`src/rtl/bfis_query_host_pkg.sv`:
```
// Shared types and helpers for the best-first-search host block.
// Header word layout: [31:24] magic, [23:19] zero, [18] timeout, [17] overflow, [16] bad_k, [15:0] result count.
package bfis_host_pkg;

  typedef enum logic [2:0] {
    IDLE,
    LOAD,
    LAUNCH,
    RUN,
    HDR,
    DRAIN,
    TRAIL
  } state_e;

  localparam logic [7:0] HDR_MAGIC = 8'hA5;

  localparam int BAD_K    = 0;
  localparam int OVERFLOW = 1;
  localparam int TIMEOUT  = 2;

  function automatic logic [31:0] hdr_pack(input logic [2:0] status, input logic [15:0] count);
    return {HDR_MAGIC, 5'b0, status[TIMEOUT], status[OVERFLOW], status[BAD_K], count};
  endfunction

endpackage

```
`src/rtl/bfis_query_host_result_fifo.sv`:
```
// First-word-fall-through result buffer: data_o always shows the oldest entry while not empty.
// DEPTH must be a power of two so the pointers wrap naturally.
module result_fifo #(
  parameter int WIDTH = 32,
  parameter int DEPTH = 8,
  localparam int PTR_W = (DEPTH > 1) ? $clog2(DEPTH) : 1,
  localparam int CNT_W = $clog2(DEPTH) + 1
) (
  input  logic             clk_i,
  input  logic             rst_i,
  input  logic             clr_i,
  input  logic             push_i,
  input  logic [WIDTH-1:0] data_i,
  input  logic             pop_i,
  output logic [WIDTH-1:0] data_o,
  output logic             full_o,
  output logic             empty_o,
  output logic [CNT_W-1:0] count_o
);

  logic [WIDTH-1:0] mem_q [DEPTH];
  logic [PTR_W-1:0] wr_ptr_q;
  logic [PTR_W-1:0] rd_ptr_q;
  logic [CNT_W-1:0] cnt_q;
  logic             do_push;
  logic             do_pop;

  assign full_o  = (cnt_q == CNT_W'(DEPTH));
  assign empty_o = (cnt_q == '0);
  assign count_o = cnt_q;
  assign data_o  = mem_q[rd_ptr_q];
  assign do_push = push_i && !full_o;
  assign do_pop  = pop_i && !empty_o;

  always_ff @(posedge clk_i or posedge rst_i) begin
    if (rst_i) begin
      wr_ptr_q <= '0;
      rd_ptr_q <= '0;
      cnt_q    <= '0;
      for (int i = 0; i < DEPTH; i++) mem_q[i] <= '0;
    end else if (clr_i) begin
      wr_ptr_q <= '0;
      rd_ptr_q <= '0;
      cnt_q    <= '0;
    end else begin
      if (do_push) begin
        mem_q[wr_ptr_q] <= data_i;
        wr_ptr_q        <= wr_ptr_q + 1'b1;
      end
      if (do_pop) rd_ptr_q <= rd_ptr_q + 1'b1;
      case ({do_push, do_pop})
        2'b10:   cnt_q <= cnt_q + 1'b1;
        2'b01:   cnt_q <= cnt_q - 1'b1;
        default: cnt_q <= cnt_q;
      endcase
    end
  end

endmodule

```
`src/rtl/bfis_query_host.sv`:
```
// Host framing for the best-first-search engine: loads a query frame, launches the engine,
// buffers its top-k results and returns a header / results / latency response stream.
module bfis_query_host
  import bfis_host_pkg::*;
#(
  parameter int          DIM            = 4,
  parameter int          K_MAX          = 8,
  parameter logic [31:0] SYNC_WORD      = 32'hFFFF_FFFF,
  parameter int          TIMEOUT_CYCLES = 1_000_000
) (
  input  logic              clk_in,
  input  logic              rst_in,
  input  logic [31:0]       data_in,
  input  logic              data_in_valid,
  output logic              data_in_ready,
  output logic [31:0]       data_out,
  output logic              data_out_valid,
  input  logic              data_out_ready,
  output logic [DIM*32-1:0] query_out,
  output logic [15:0]       k_out,
  output logic [31:0]       vertex_id_out,
  output logic              start_out,
  input  logic [31:0]       result_in,
  input  logic              result_valid_in,
  input  logic              done_in,
  output logic              busy_out
);

  localparam int                IDX_W   = $clog2(DIM + 2);
  localparam int                CNT_W   = $clog2(K_MAX) + 1;
  localparam logic [IDX_W-1:0]  IDX_K   = IDX_W'(DIM);
  localparam logic [IDX_W-1:0]  IDX_V   = IDX_W'(DIM + 1);
  localparam logic [15:0]       K_LIMIT = 16'(K_MAX);
  localparam logic [31:0]       TO_LAST = 32'(TIMEOUT_CYCLES - 1);

  state_e            state_q, state_d;
  logic [IDX_W-1:0]  idx_q;
  logic [31:0]       query_q [DIM];
  logic [15:0]       k_q;
  logic [31:0]       vertex_q;
  logic [2:0]        status_q;
  logic [31:0]       cyc_q;
  logic              start_q;
  logic              ready_q;
  logic              busy_q;

  logic              in_xfer;
  logic              out_xfer;
  logic              is_sync;
  logic              bad_k;
  logic              accept_res;
  logic              fifo_push;
  logic              fifo_pop;
  logic              fifo_clr;
  logic [31:0]       fifo_data;
  logic              fifo_full;
  logic              fifo_empty;
  logic [CNT_W-1:0]  fifo_count;

  assign in_xfer    = data_in_valid && ready_q;
  assign out_xfer   = data_out_valid && data_out_ready;
  assign is_sync    = (data_in == SYNC_WORD);
  assign bad_k      = (k_q == 16'd0) || (k_q > K_LIMIT);
  assign accept_res = (state_q == RUN) && result_valid_in && (16'(fifo_count) < k_q) && !fifo_full;
  assign fifo_push  = accept_res;
  assign fifo_pop   = (state_q == DRAIN) && out_xfer;
  assign fifo_clr   = (state_q == TRAIL) && out_xfer;

  assign data_in_ready  = ready_q;
  assign busy_out       = busy_q;
  assign start_out      = start_q;
  assign k_out          = k_q;
  assign vertex_id_out  = vertex_q;
  assign data_out_valid = (state_q == HDR) || (state_q == DRAIN) || (state_q == TRAIL);

  for (genvar g = 0; g < DIM; g++) begin : g_query
    assign query_out[g*32 +: 32] = query_q[g];
  end

  result_fifo #(
    .WIDTH(32),
    .DEPTH(K_MAX)
  ) u_fifo (
    .clk_i  (clk_in),
    .rst_i  (rst_in),
    .clr_i  (fifo_clr),
    .push_i (fifo_push),
    .data_i (result_in),
    .pop_i  (fifo_pop),
    .data_o (fifo_data),
    .full_o (fifo_full),
    .empty_o(fifo_empty),
    .count_o(fifo_count)
  );

  always_comb begin
    state_d = state_q;
    case (state_q)
      IDLE:   if (in_xfer && is_sync) state_d = LOAD;
      LOAD:   if (in_xfer && !is_sync && idx_q == IDX_V) state_d = bad_k ? HDR : LAUNCH;
      LAUNCH: state_d = RUN;
      RUN:    if (done_in || cyc_q == TO_LAST) state_d = HDR;
      HDR:    if (out_xfer) state_d = fifo_empty ? TRAIL : DRAIN;
      DRAIN:  if (out_xfer && fifo_count == CNT_W'(1)) state_d = TRAIL;
      TRAIL:  if (out_xfer) state_d = IDLE;
      default: state_d = IDLE;
    endcase
  end

  // A rejected k never ran the engine, so its latency reads as zero regardless of the counter.
  always_comb begin
    data_out = '0;
    case (state_q)
      HDR:     data_out = hdr_pack(status_q, 16'(fifo_count));
      DRAIN:   data_out = fifo_data;
      TRAIL:   data_out = status_q[BAD_K] ? 32'd0 : cyc_q;
      default: data_out = '0;
    endcase
  end

  always_ff @(posedge clk_in or posedge rst_in) begin
    if (rst_in) begin
      state_q  <= IDLE;
      idx_q    <= '0;
      k_q      <= '0;
      vertex_q <= '0;
      status_q <= '0;
      cyc_q    <= '0;
      start_q  <= 1'b0;
      ready_q  <= 1'b0;
      busy_q   <= 1'b0;
      for (int i = 0; i < DIM; i++) query_q[i] <= '0;
    end else begin
      state_q <= state_d;
      start_q <= (state_d == LAUNCH);
      ready_q <= (state_d == IDLE) || (state_d == LOAD);
      busy_q  <= !((state_d == IDLE) || (state_d == LOAD));
      case (state_q)
        IDLE: if (in_xfer && is_sync) idx_q <= '0;
        LOAD: begin
          if (in_xfer) begin
            if (is_sync) begin
              idx_q <= '0;
            end else begin
              for (int i = 0; i < DIM; i++) begin
                if (idx_q == IDX_W'(i)) query_q[i] <= data_in;
              end
              if (idx_q == IDX_K) k_q <= data_in[15:0];
              if (idx_q == IDX_V) begin
                vertex_q <= data_in;
                if (bad_k) status_q[BAD_K] <= 1'b1;
              end
              idx_q <= idx_q + 1'b1;
            end
          end
        end
        LAUNCH: cyc_q <= '0;
        RUN: begin
          if (cyc_q != 32'hFFFF_FFFF) cyc_q <= cyc_q + 32'd1;
          if (result_valid_in && !accept_res) status_q[OVERFLOW] <= 1'b1;
          if (!done_in && cyc_q == TO_LAST) status_q[TIMEOUT] <= 1'b1;
        end
        TRAIL: begin
          if (out_xfer) begin
            status_q <= '0;
            cyc_q    <= '0;
            idx_q    <= '0;
          end
        end
        default: ;
      endcase
    end
  end

endmodule

```
`config.mk`:
```
export PLATFORM = sky130hd
export DESIGN_NAME = bfis_query_host
export DESIGN_NICKNAME = d
export VERILOG_FILES = /design/src/rtl/bfis_query_host_pkg.sv /design/src/rtl/bfis_query_host_result_fifo.sv /design/src/rtl/bfis_query_host.sv
export SDC_FILE = /design/constraint.sdc
export NUM_CORES = 1
export LEC_CHECK = 0
export CORE_ASPECT_RATIO = 1.25
export CORE_UTILIZATION = 30
export CTS_CLUSTER_SIZE = 16
export DETAILED_ROUTE_END_ITERATION = 7
export PLACE_DENSITY = 0.44
export SYNTH_ARGS = -nofsm -noshare
export SYNTH_HDL_FRONTEND = slang
export SYNTH_SLANG_ARGS = --single-unit
```
`constraint.sdc`:
```
create_clock -name clk_in -period 43.5 [get_ports clk_in]
set_input_delay 6.525 -clock clk_in [delete_from_list [all_inputs] [get_ports clk_in]]
set_output_delay 6.525 -clock clk_in [all_outputs]
set_load 0.05 [all_outputs]
```
Word level (Yosys, flattened, before mapping):

Index checks and enable logic that the tools add are counted.

* register bits: 486
* bits of input ports: 70
* logic and storage cells: 160

* add/subtract/negate cells: 6
* $lt $le $gt $ge: 5
* eq/ne operators: 29
* multiplexer cells: 39
* bitwise logic cells: 4
* reductions and logical operators: 51

Operators by type and width (count)
* $bwmux 256: 1
* $mux 32: 6
* $pmux 32 s3: 2
* $bmux 32 s3: 1
* $demux 32 s3: 1
* $mux 3: 15
* $add 32x1->32 const B: 1
* $eq 32x20->1 const B: 1
* $eq 32x32->1 const B: 1
* $ne 32x32->1 const B: 1
* $reduce_and 4->1: 7
* $pmux 3 s7: 1
* $gt 16x4->1 const B: 1
* $logic_and 1x1->1: 16
* $logic_not 16->1: 1
* $lt 4x16->1: 1
* $eq 3x2->1 const B: 5
* $eq 3x3->1 const B: 5
* $ne 2x2->1 const B: 6
* $add 3x1->3 const B: 3
* $eq 3x1->1 const B: 3
* $logic_not 3->1: 3
* $pmux 3 s3: 1
* $reduce_and 3->1: 3
* other kinds (24): 48

Longest topological paths before layout:

Gate-level depths: netlist of run 1.

* depth after elaboration: 10
* mapped depth: 10
* gate-level depth less buffers: 7

Modules after synthesis:

A second synthesis of run 1 with hierarchy kept.

* cell total of the unflattened synthesis: 1511
* area, all modules: 22680.5 um^2

By module, submodules not included
* result_fifo: times used 1, cells each 734, area an instance 12614.6 um^2, seq. area each 6656.4 um^2
* bfis_query_host: times used 1, cells each 777, area an instance 10065.9 um^2, seq. area each 5505.3 um^2

Worst setup path after synthesis of run 1:

Ideal clock, no wire load.

* path type: register to output
* start point: register u_fifo.rd_ptr_q[0]
* end point: output data_out[11]
* data arrival time: 2514 ps
* required time: 36975 ps
* slack: 34461 ps
* cell stages (with the launch flop): 6
* cells stage by stage: dfrtp_1 > clkbuf_1 > buf_2 > mux4_2 > mux2i_1 > o21ai_0

* word-level cells in the longest chain between the ends: 5

RTL lines
* start: declaration: RTL line bfis_query_host_result_fifo.sv:23 `logic [PTR_W-1:0] rd_ptr_q;`
* start signal: assignment: RTL line bfis_query_host_result_fifo.sv:50 `if (do_pop) rd_ptr_q <= rd_ptr_q + 1'b1;`
* $not 3->4 (not written as such): RTL line bfis_query_host_result_fifo.sv:31 `assign data_o = mem_q[rd_ptr_q];`
* $bmux 32 s3: RTL line bfis_query_host_result_fifo.sv:31
* $mux 32 (not written as such) (2 in a row): RTL line bfis_query_host_result_fifo.sv:31
* $pmux 32 s3: RTL line bfis_query_host.sv:113 `case (state_q)`
* end: declaration: RTL line bfis_query_host.sv:16 `output logic [31:0] data_out,`

Every way passes these cells. The select of a mux whose other input is x is not followed.

Worst setup path after layout of run 1:

* start point: register u_fifo.rd_ptr_q[0]
* end point: output data_out[0]

The elaborated chain is that of the path after synthesis.

==> results of run 1 <==
==> metal layers <==
| metal | vias up | part of all wire (%) |
|---|---|---|
| li1 | 6088 | - |
| met1 | 7332 | 45 |
| met2 | 310 | 48 |
| met3 | 78 | 5.1 |
| met4 | 6 | 1.8 |
| met5 | - | 0.057 |
==> cells in the mapped netlist, types with 2 or more instances <==
cell / count
a211o_1: 2
a211oi_1: 2
a21o_1: 4
a21oi_1: 16
a22o_1: 3
a31oi_1: 5
and2_1: 4
and3_1: 6
and3_4: 4
and3b_1: 2
and4_1: 3
buf_1: 7
buf_12: 9
buf_2: 22
buf_4: 10
buf_6: 17
clkbuf_1: 29
dfrtp_1: 486
ha_1: 14
inv_1: 18
mux2_1: 39
mux2_2: 263
mux2_4: 130
mux2i_1: 37
mux4_2: 64
nand2_1: 75
nand2b_1: 6
nand3_1: 28
nand3b_1: 4
nand4_1: 19
nor2_1: 39
nor2b_1: 4
nor3_1: 6
nor3b_1: 3
nor4_1: 17
nor4_2: 2
nor4b_4: 3
o21ai_0: 72
o31ai_1: 5
or3_1: 4
xnor2_1: 8
xor2_1: 6
==> logic make-up after synthesis <==
logic type	share of synthesized area (%)
multiplexers	32.0
flip-flops	54.3
buffers and inverters	3.42
XOR/XNOR	0.548
adder cells (fa/ha/maj)	0.783
AO/OA/AOI/OAI	3.20
AND/OR/NAND/NOR	5.71
==> worst min-delay path by stage <==
stage                      start           endpoint  depth (start not counted)
6_report        u_fifo.mem_q[59]   u_fifo.mem_q[59]                          1
2_1_floorplan   u_fifo.mem_q[33]   u_fifo.mem_q[33]                          1
3_3_place_gp   u_fifo.mem_q[189]  u_fifo.mem_q[189]                          1
4_1_cts         u_fifo.mem_q[59]   u_fifo.mem_q[59]                          1
3_5_place_dp    u_fifo.mem_q[59]   u_fifo.mem_q[59]                          1
5_1_grt        u_fifo.mem_q[181]  u_fifo.mem_q[181]                          1
==> placed cells by master, fill, tap and decap left out, types with 11 or more instances in the layout <==
master,Yosys,routed
dfrtp_1,486,483
clkdlybuf4s50_1,0,281
mux2_2,263,263
mux2_4,130,130
nand2_1,75,75
o21ai_0,72,72
mux4_2,64,64
clkbuf_16,0,56
mux2_1,39,39
mux2i_1,37,37
nor2_1,39,36
nand3_1,28,28
buf_4,10,20
nand4_1,19,19
inv_1,18,17
nor4_1,17,17
clkbuf_1,29,17
a21oi_1,16,16
ha_1,14,14
clkbuf_8,0,11
==> power groups by stage <==
stage	Clock, W	Sequential [W]	Combinational (W)
after floorplan	0	0.000847	0.000282
after global placement	0	0.000632	0.000756
after detailed placement	0	0.000635	0.000758
after CTS	0.000487	0.000627	0.000760
after global routing	0.000504	0.000640	0.000787
final	0.000468	0.000626	0.000752
==> flip-flops by register name (all words and copies together) (netlist names) <==
name and count:
query_out 128, data_in_ready 1, busy_out 1, state_q 3, idx_q 3, cyc_q 32, u_fifo.rd_ptr_q 3, start_out 1
k_out 16, status_q 3, u_fifo.count_o 4, u_fifo.wr_ptr_q 3, u_fifo.mem_q 256, vertex_id_out 32
==> layout make-up <==
| type | instances | area (um^2) |
|---|---|---|
| sequential | 486 | 12200 |
| antenna | 1 | 2.50 |
| fill | 6999 | 45900 |
| clock inverter | 16 | 201 |
| timing repair buffer | 302 | 2980 |
| multi-input combinational | 919 | 9510 |
| inverter | 18 | 75.1 |
| clock buffer | 84 | 1620 |
| tap | 960 | 1200 |
==> through the flow <==
stage               hold slack [ps]  setup slack, ps  std cells  power [W]  area [um^2]
finish                          480            32550       2786    0.00185        27800
global route                    488            32210       2786    0.00193        27800
CTS                             483            32400       2785    0.00187        27800
detailed placement              469            33100       2685    0.00139        25900
global placement                462            33080       2685    0.00139        25900
floorplan                       452            23410       1518    0.00113        22400
==> flow_metrics.py, run 1 <==
metrics = {
    "synthesis": {
        "synth_top_area_share_pct": 54.3,
        "synth.distinct_cells": 63,
        "synth_edf_count": 0,
        "ys_seq_area_share_pct": 54.3,
        "ys_seq_elements": 486,
        "syn_nets": 1602,
        "async_flop_share_pct": 100,
        "synth_area_um2": 22400,
        "yosys_warnings": 0,
        "avgSynthCellArea_um2": 14.7,
        "synth.area.top_cells": "dfrtp_1, mux2_2, mux2_4",
        "synthFlopType": "dfrtp_1",
        "synth_top_cell_by_area": "dfrtp_1",
        "syn-instance-count": 1518,
    },
    "sta": {
        "rsz0062_at_grt": "no",
        "fin_setup_tns_ps": 0,
        "relSlewSlack_pct": 21.2,
        "max_freq_mhz": 91.3,
        "setup_viol_count_final": 0,
        "tightestPinTransition_ps": 1180,
        "fin_crit_sh_pct": 25.2,
        "finalHoldViolCount": 0,
        "drv_slew": 0,
        "fin_worst_skew_ps": 30.1,
        "fin_crit_ps": 10950,
    },
    "global_routing": {
        "grt_remaining_overflow": 0,
        "antenna_found_initial": 4,
        "grt_max_degree": 185,
        "met1_usage_pct": 24.0,
        "grt_pass1_vias": 14500,
        "grtUsageMet3_pct": 3.76,
        "grtUsageTotal_pct": 17.7,
        "grt_pass1_wl_um": 100000,
        "grt_use_met2_pct": 28.7,
        "busiest_layer": "met2",
    },
    "hold_path": {
        "min_path_type": "reg2reg",
    },
    "critical_path": {
        "max_stage_delay_ps": 920,
        "cpMostUsedCell": "o21ai_0",
        "startpoint_type": "flip-flop",
        "critPathCaptureType": "primary output",
        "critPathMaxFanout": 44,
        "r2r_start": "state_q[0]",
        "crit_cells": 7,
        "r2r_cells": 8,
        "arrival_ps": 4430,
        "r2r_slack_ps": 40280,
        "r2r-end": "cyc_q[16]",
        "startpoint": "u_fifo.rd_ptr_q[0]",
        "crit_family": "buffers and inverters",
        "worst-path-buf-inv": 2,
        "path_cells": "buf_4 -> mux4_2 -> mux2i_1 -> nand2_1 -> o21ai_0 -> o21ai_0 -> clkdlybuf4s50_1",
        "critical_path_class": "reg2out",
        "critPathSlowestCell": "clkdlybuf4s50_1",
        "endpoint": "data_out[0]",
        "required_ps": 36970,
    },
    "cts": {
        "cts.sinks": 486,
        "cts_setup_buffers": 0,
        "clockBufferDepth": 3,
        "cts_root_buffer": "clkbuf_16",
        "clk_latency_ps": 630,
        "path_clk_slew_ps": 60,
        "ctsResizeCount": 0,
        "postCtsHoldBufs": 0,
        "cts_tree": "done",
        "cts_htree_levels": 2,
        "cts_buffers": 55,
    },
    "power_and_ir_drop": {
        "leakagePower_nw": 12.4,
        "netSwitchingFraction_pct": 40.0,
        "clkPwrFrac_pct": 25.4,
        "p_sw_w": 0.000739,
        "p_comb_share_pct": 40.7,
        "peakVddDrop_mv": 0.0553,
        "internal-power_w": 0.00111,
        "cellPowerDensity_nw_per_um2": 66.5,
        "seqPwrFrac_pct": 33.9,
    },
    "route": {
        "drc": 0,
        "drt_iter0_drc": 744,
        "ant_nets": 0,
        "vias_per_cell": 4.96,
        "wl_per_cell_um": 24.0,
        "first_pass_iters": 5,
        "routed-via-count": 13800,
        "wl_um": 66800,
    },
    "layout": {
        "final_layout_size_suffix_gt1_share_pct": 32.0,
        "area.growth.synth_to_final_pct": 24.0,
        "finish.utilization_pct": 37.7,
        "nets": 1866,
    },
    "place": {
        "gp_congestion": 0.794,
        "io_buffers": 281,
        "hpwl_um": 43600,
    },
    "status": {
        "outcome": "complete, no violations",
    },
    "floorplanning": {
        "floorplan.initialDensity_pct": 30.4,
        "die_area_um2": 75700,
        "die_x_um": 246,
        "die_h_um": 307,
        "rows": 111,
        "ios": 282,
        "core_region_area_um2": 73600,
    },
    "run": {
        "cap_violations": 0,
    },
}
Power figures use the tool's default switching activity.
==> run 2: changes to the inputs <==
==> constraint.sdc (replaced) <==
create_clock -name clk_in -period 10.9 [get_ports clk_in]
set_input_delay 1.635 -clock clk_in [delete_from_list [all_inputs] [get_ports clk_in]]
set_output_delay 1.635 -clock clk_in [all_outputs]
set_load 0.05 [all_outputs]
==> run 2 against run 1 <==
Clock-buffer cell count decreased by 5. Clock skew decreased by 6.0 ps. Routed wire length decreased by 0.68%. Critical path type unchanged.
==> flow_metrics.py, run 2 (synthesized netlist as in run 1, its figures left out) <==
metrics = {
    "status": {
        "outcome": "complete, no violations",
    },
    "route": {
        "top_layer_used": "met5",
        "drt_iter0_drc": 691,
        "ant_nets": 0,
        "wl_met2_um": 31300,
        "routed-via-count": 13800,
        "drc": 0,
        "wl_per_cell_um": 23.9,
        "route.met3.wl_um": 3990,
        "vias_per_cell": 4.97,
        "wl_met1_um": 29800,
        "wl_um": 66400,
        "first_pass_iters": 4,
    },
    "layout": {
        "largest_reg_flops": 256,
        "fillers": 7020,
        "seqCellArea_um2": 12200,
        "top_register": "u_fifo.mem_q",
        "final_common_cell": "dfrtp_1",
        "antenna_cells": 0,
        "layout_common_cells": "dfrtp_1, clkdlybuf4s50_1, mux2_2, mux2_4, nand2_1",
        "final_layout_size_suffix_gt1_share_pct": 32.0,
        "area.growth.synth_to_final_pct": 23.9,
        "nets": 1863,
        "final_cells": 2779,
        "multi_input_area_um2": 9510,
    },
    "critical_path": {
        "critPathCaptureType": "primary output",
        "startpoint_type": "flip-flop",
        "max_stage_delay_ps": 830,
        "worst-path-buf-inv": 2,
        "r2r_cells": 7,
        "crit_family": "buffers and inverters",
        "required_ps": 9270,
        "critPathMaxFanout": 46,
        "arrival_ps": 4200,
        "critical_path_class": "reg2out",
        "critPathSlowestCell": "buf_4",
        "path_cells": "buf_4 -> mux4_2 -> mux2i_1 -> o21ai_0 -> clkdlybuf4s50_1",
        "crit_cells": 5,
    },
    "sta": {
        "fin_crit_ps": 5840,
        "rsz0062_at_grt": "no",
        "timing.hold.ws_ps": 479,
        "relSlewSlack_pct": 26.2,
        "tightestPinTransition_ps": 1110,
        "fin_worst_skew_ps": 24.1,
        "max_freq_mhz": 171,
        "fin_setup_tns_ps": 0,
        "finalHoldViolCount": 0,
        "fin_crit_sh_pct": 53.6,
        "drv_slew": 0,
        "setup_viol_count_final": 0,
    },
    "place": {
        "io_buffers": 281,
        "dp_cells": 2683,
        "gp_congestion": 0.807,
        "hpwl_um": 42700,
    },
    "cts": {
        "ctsResizeCount": 0,
        "postCtsHoldBufs": 0,
        "clk_latency_ps": 620,
        "cts_htree_levels": 2,
        "cts_root_buffer": "clkbuf_16",
        "clockBufferDepth": 3,
        "cts_tree": "done",
        "cts.sinks": 486,
        "path_clk_slew_ps": 60,
        "cts_setup_buffers": 0,
        "cts_buffers": 54,
    },
    "floorplanning": {
        "die_area_um2": 75700,
        "die_h_um": 307,
        "ios": 282,
        "floorplan.initialDensity_pct": 30.4,
        "die_x_um": 246,
        "rows": 111,
        "core_region_area_um2": 73600,
    },
    "power_and_ir_drop": {
        "peakVddDrop_mv": 0.208,
        "total_power_w": 0.00737,
        "leakagePower_nw": 12.4,
        "cellPowerDensity_nw_per_um2": 266,
    },
    "global_routing": {
        "grt_pass1_wl_um": 102000,
        "grtUsageTotal_pct": 17.8,
        "grt_remaining_overflow": 0,
        "grt_pass1_vias": 14800,
        "grt_max_degree": 188,
        "antenna_found_initial": 5,
    },
    "hold_path": {
        "min_path_cells": 1,
        "min_path_type": "reg2reg",
    },
    "run": {
        "cap_violations": 0,
    },
}
==> run 2: cell types whose count changed in the layout (fill, tap and decap cells not counted) <==
cell | previous run | this run
clkbuf_1 | 17 | 13
buf_4 | 20 | 17
bufinv_16 | 3 | 5
clkbuf_16 | 56 | 54
buf_12 | 1 | 2
clkbuf_8 | 11 | 12
clkinv_16 | 1 | 0
clkinv_4 | 1 | 0
clkinv_8 | 0 | 1
diode_2 | 1 | 0
inv_6 | 0 | 1
inv_8 | 1 | 0
==> run 2: area by class of cell <==
class / instances / share of cell area, %
Clock buffer: 79 / 5.64
Multi-Input combinational cell: 919 / 34.3
Timing Repair Buffer: 300 / 10.7
Tap cell: 960 / 4.33
Sequential cell: 486 / 43.9
Clock inverter: 17 / 0.866
Inverter: 18 / 0.257
==> run 2: metal layers <==
| layer | GRT usage (%) | vias up |
|---|---|---|
| met4 | 3.98 | 10 |
| met3 | 4.14 | 87 |
| met1 | 24.1 | 7302 |
| met5 | 0 | - |
| met2 | 28.8 | 326 |
| li1 | - | 6078 |
==> run 2: stage by stage <==
stage | worst slack (ps) | utilization, % | cell area (um^2)
2_1_floorplan | 2680 | - | 22400
6_report | 5060 | 37.7 | 27700
5_1_grt | 4740 | 37.7 | 27700
4_1_cts | 4910 | 37.7 | 27700
3_3_place_gp | 5600 | 35.2 | 25900
3_5_place_dp | 5560 | 35.2 | 25900
==> run 2: worst paths after layout <==
path	startpoint	slack, ps	endpoint
setup / recovery	u_fifo.rd_ptr_q[0]	5060	data_out[19]
hold / removal	u_fifo.mem_q[49]	480	u_fifo.mem_q[49]
setup reg to reg	u_fifo.count_o[2]	7520	u_fifo.mem_q[120]
hold reg to reg	u_fifo.mem_q[49]	480	u_fifo.mem_q[49]
max in group asynchronous	rst_in	7530	u_fifo.mem_q[90]
min in group asynchronous	rst_in	1660	query_out[2]
==> run 2: power breakdown <==
| part | total, W | switching (W) | internal (W) |
|---|---|---|---|
| sequential | 0.00249 | 0.000317 | 0.00217 |
| combinational | 0.00301 | 0.00185 | 0.00115 |
| clock | 0.00188 | 0.000768 | 0.00111 |
